## config.mk

```make
export PLATFORM = sky130hd
export DESIGN_NAME = irq_pending_unit
export DESIGN_NICKNAME = d
export VERILOG_FILES = /design/src/rtl/irq_pending_unit.sv
export SDC_FILE = /design/constraint.sdc
export NUM_CORES = 1
export LEC_CHECK = 0
export ABC_AREA = 1
export CAP_MARGIN = 20
export CORE_MARGIN = 3
export CORE_UTILIZATION = 48
export DETAILED_ROUTE_END_ITERATION = 12
export PLACE_DENSITY = 0.8
export SLEW_MARGIN = 20
export SYNTH_ARGS = -nofsm -noshare
export SYNTH_HDL_FRONTEND = slang
export SYNTH_SLANG_ARGS = --single-unit
```

## constraint.sdc

```tcl
create_clock -name clk_i -period 0.98 [get_ports clk_i]
set_input_delay 0.147 -clock clk_i [delete_from_list [all_inputs] [get_ports clk_i]]
set_output_delay 0.147 -clock clk_i [all_outputs]
set_load 0.03 [all_outputs]
```

## src/rtl/irq_pending_unit.sv

```systemverilog
// Interrupt front end: synchronises raw lines, latches edges into pending
// bits, and turns controller completion pulses into clears and acks.
module irq_pending_unit #(
  parameter int N_IRQ       = 16,
  parameter int SYNC_STAGES = 2
) (
  input  logic             clk_i,
  input  logic             rst_i,
  input  logic [N_IRQ-1:0] irq_line_i,
  input  logic [N_IRQ-1:0] edge_mode_i,
  input  logic [N_IRQ-1:0] irq_ret_i,
  input  logic [N_IRQ-1:0] sw_clear_i,
  output logic [N_IRQ-1:0] irq_req_o,
  output logic [N_IRQ-1:0] irq_ack_o,
  output logic [N_IRQ-1:0] overrun_o
);

  logic [SYNC_STAGES-1:0][N_IRQ-1:0] r_sync;
  logic [N_IRQ-1:0] r_prev;
  logic [N_IRQ-1:0] r_mode;
  logic [N_IRQ-1:0] r_pend;
  logic [N_IRQ-1:0] r_ovr;
  logic [N_IRQ-1:0] r_ack;

  logic [N_IRQ-1:0] w_s;
  logic [N_IRQ-1:0] w_rise;
  logic [N_IRQ-1:0] w_keep;
  logic [N_IRQ-1:0] w_clr;
  logic [N_IRQ-1:0] w_pend_nxt;
  logic [N_IRQ-1:0] w_ovr_nxt;

  assign w_s    = r_sync[SYNC_STAGES-1];
  assign w_rise = w_s & ~r_prev;
  assign w_clr  = irq_ret_i | sw_clear_i;
  // Pending state only lives while a line stays in edge mode.
  assign w_keep = edge_mode_i & ~(edge_mode_i ^ r_mode);

  // A new edge beats a same-cycle clear, so no event is dropped.
  assign w_pend_nxt = w_keep & (w_rise | (r_pend & ~w_clr));
  assign w_ovr_nxt  = w_keep & ~sw_clear_i
                    & (r_ovr | (w_rise & r_pend & ~irq_ret_i));

  always_ff @(posedge clk_i) begin
    if (rst_i) begin
      r_sync <= '0;
      r_prev <= '0;
      r_mode <= '0;
      r_pend <= '0;
      r_ovr  <= '0;
      r_ack  <= '0;
    end else begin
      r_sync[0] <= irq_line_i;
      for (int k = 1; k < SYNC_STAGES; k++)
        r_sync[k] <= r_sync[k-1];
      r_prev <= w_s;
      r_mode <= edge_mode_i;
      r_pend <= w_pend_nxt;
      r_ovr  <= w_ovr_nxt;
      r_ack  <= irq_ret_i;
    end
  end

  assign irq_req_o = (edge_mode_i & r_pend) | (~edge_mode_i & w_s);
  assign irq_ack_o = r_ack;
  assign overrun_o = r_ovr;

endmodule

```

==> impl_metrics.py <==
metrics = {
    "die": {
        "dieHeight_um": 99.1,
        "fp.dieArea_um2": 9830,
        "die_w_um": 99.1,
        "core_um2": 8340,
        "io_pins": 114,
        "rows": 33,
        "initial_utilization_pct": 49.9,
    },
    "cts": {
        "clkTransAtPathRegs_ns": 0.10,
        "clock_latency_ns": 0.36,
        "cts_buffers": 9,
        "clock_tree.buffer_depth": 2,
        "cts_tree": "yes",
        "clkSinkCount": 112,
        "cts-root-buf": "clkbuf_8",
        "htreeDepth": 3,
    },
    "cells_and_area": {
        "diodes": 0,
        "postLayoutCellArea_um2": 5940,
        "final_common_cell": "inv_1",
        "seqCellArea_um2": 2310,
        "area_delta_synth_final_pct": 42.7,
        "fillCellCount": 631,
        "nets": 731,
        "drive_above_1_share_pct": 32.6,
        "multi_input_area_um2": 1310,
        "final_cell_mix": "inv_1, nor2_1, nand2_1",
        "fin_util_pct": 71.2,
    },
    "synthesis": {
        "syn_nets": 589,
        "yosys.cell_types.count": 15,
        "ys_warn_count": 0,
        "syn_area_um2": 4160,
        "synth-seq-cells": 112,
        "synth_seq_area_share_pct": 53.8,
        "syn_inst": 523,
        "syn_avg_cell_area_um2": 7.96,
    },
    "run_status": {
        "status": "finished with violations",
        "violations": "negative setup slack",
    },
    "worst_hold_path": {
        "hp-class": "in -> reg",
    },
    "critical_path": {
        "crit_path_end_kind": "output pin",
        "r2r-end": "overrun_o[4]",
        "crit_type": "reg -> out",
        "cp_max_fo": 2,
        "worstPathRequired_ns": 0.83,
        "rrSetupSlack_ns": 0.07,
        "critPathLaunchType": "flop",
        "rr_worst_depth": 6,
        "crit_start": "w_s[14]",
        "r2r-start": "w_s[4]",
        "endpoint": "irq_req_o[14]",
        "cp.arrival_ns": 1.01,
    },
    "timing": {
        "tightest_slew_ns": 0.247,
        "fin_hold_ws_ns": 0.0900,
        "relSlewSlack_pct": 83.5,
        "worst_slack_ns": -0.181,
        "slew_violations": 0,
        "max_freq_ghz": 0.861,
        "fin_crit_sh_pct": 118,
        "report.final.hold_viol_count": 0,
        "setup_violations": 21,
        "min_period_ns": 1.16,
        "rsz0062_at_grt": "yes",
        "clock-skew-final_ns": 0.0152,
    },
    "grt": {
        "antenna_found_initial": 0,
        "grt_pass1_vias": 3360,
        "grt_max_degree": 27,
        "grt_use_total_pct": 17.1,
        "grt_overflow": 0,
        "grt_pass1_wl_um": 13900,
    },
    "route": {
        "num_vias": 3387,
        "postRouteAntennaNets": 0,
        "viasPerCell": 4.38,
        "first_pass_iters": 4,
        "wl_per_cell_um": 10.7,
        "wl_um": 8240,
        "drt_iter0_drc": 50,
        "drc": 0,
    },
    "placed_design": {
        "dp_slack_ns": -0.187,
        "portBuffers": 113,
        "dp.final_hpwl_um": 5880,
        "gp_congestion": 0.782,
        "postPlaceCellArea_um2": 5300,
    },
    "pwr": {
        "power.leakage_nw": 2.63,
        "p_per_area_nw_per_um2": 1420,
        "ir_drop_v": 0.000960,
        "power_mw": 8.45,
    },
    "flow_run": {
        "cap_violations": 0,
    },
}
==> critical path, stage by stage, from the launching register on <==
cell and delay (ns):
dfxtp_2 0.34, inv_2 0.04, o21ai_2 0.13, buf_6 0.15
==> how the worst min path moves through the flow <==
stage | slack, ns | start | cells after the start | to
after floorplan | 0.25 | irq_ret_i[0] | 2 | irq_ack_o[0]
after global placement | 0.39 | r_sync[11] | 2 | w_s[11]
after detailed placement | 0.39 | r_sync[9] | 2 | w_s[9]
after CTS | 0.12 | rst_i | 2 | r_prev[0]
after global routing | 0.09 | edge_mode_i[7] | 3 | r_mode[7]
final | 0.09 | edge_mode_i[7] | 3 | r_mode[7]
==> kinds of logic after synthesis <==
group / synth area share [%]
compound gates: 8.80
flops: 53.8
simple gates: 20.8
buf+inv: 16.6
==> what timing repair did <==
item	4_1_cts	5_1_grt
buffers inserted	14	2
pin swaps	15	15
endpoints found under the setup margin	46	50
resized for setup	100	43
hold buffers	0	0
==> report_power, final <==
part / total (mW) / internal, mW / switching, mW
clock: 2.72 / 1.25 / 1.47
combinational: 0.967 / 0.499 / 0.467
sequential: 4.77 / 4.71 / 0.0538
total: 8.45 / 6.46 / 1.99
==> cell type report <==
type / instances / area share [%]
clock inverters: 4 / 0.905
repair buffers: 142 / 24.5
multi-input cells: 256 / 22.0
flip-flops and latches: 112 / 38.9
well taps: 105 / 2.21
clock buffers: 11 / 2.38
inverters: 144 / 9.10
==> state kept, by name (all words and copies together) (netlist names) <==
name       count
r_prev        16
irq_ack_o     16
overrun_o     16
w_s           16
r_mode        16
r_sync        16
r_pend        16
==> cell usage after synthesis <==
cell        n  share of area [%]
nand2_1    80                7.2
clkbuf_8    5                1.7
nor2_4     11                3.0
nor2_1    116                 10
buf_8       1               0.36
o21ai_0    16                1.9
inv_1     144                 13
a21boi_2   12                3.2
a21oi_1     5               0.60
dfxtp_1   112                 54
a21oi_2    11                2.3
nor2_2      1               0.15
buf_6       4                1.1
buf_12      1               0.48
a21boi_0    4               0.72
==> per-layer routing <==
metal,global-route usage [%],vias to the layer above,part of all wire [%]
met5,0,-,0
met4,4.94,0,1.1
met3,4.63,9,6.5
met2,30.6,94,49
met1,19.9,1520,43
li1,-,1764,-
==> per-stage QoR <==
| step | instances | setup TNS [ns] |
|---|---|---|
| finish | 774 | -2.58 |
| global route | 774 | -4.29 |
| CTS | 772 | -3.53 |
| detailed placement | 743 | -5.91 |
| global placement | 743 | -4.77 |
| floorplan | 523 | 0 |
Note: power is estimated with default switching activity, not from simulation.
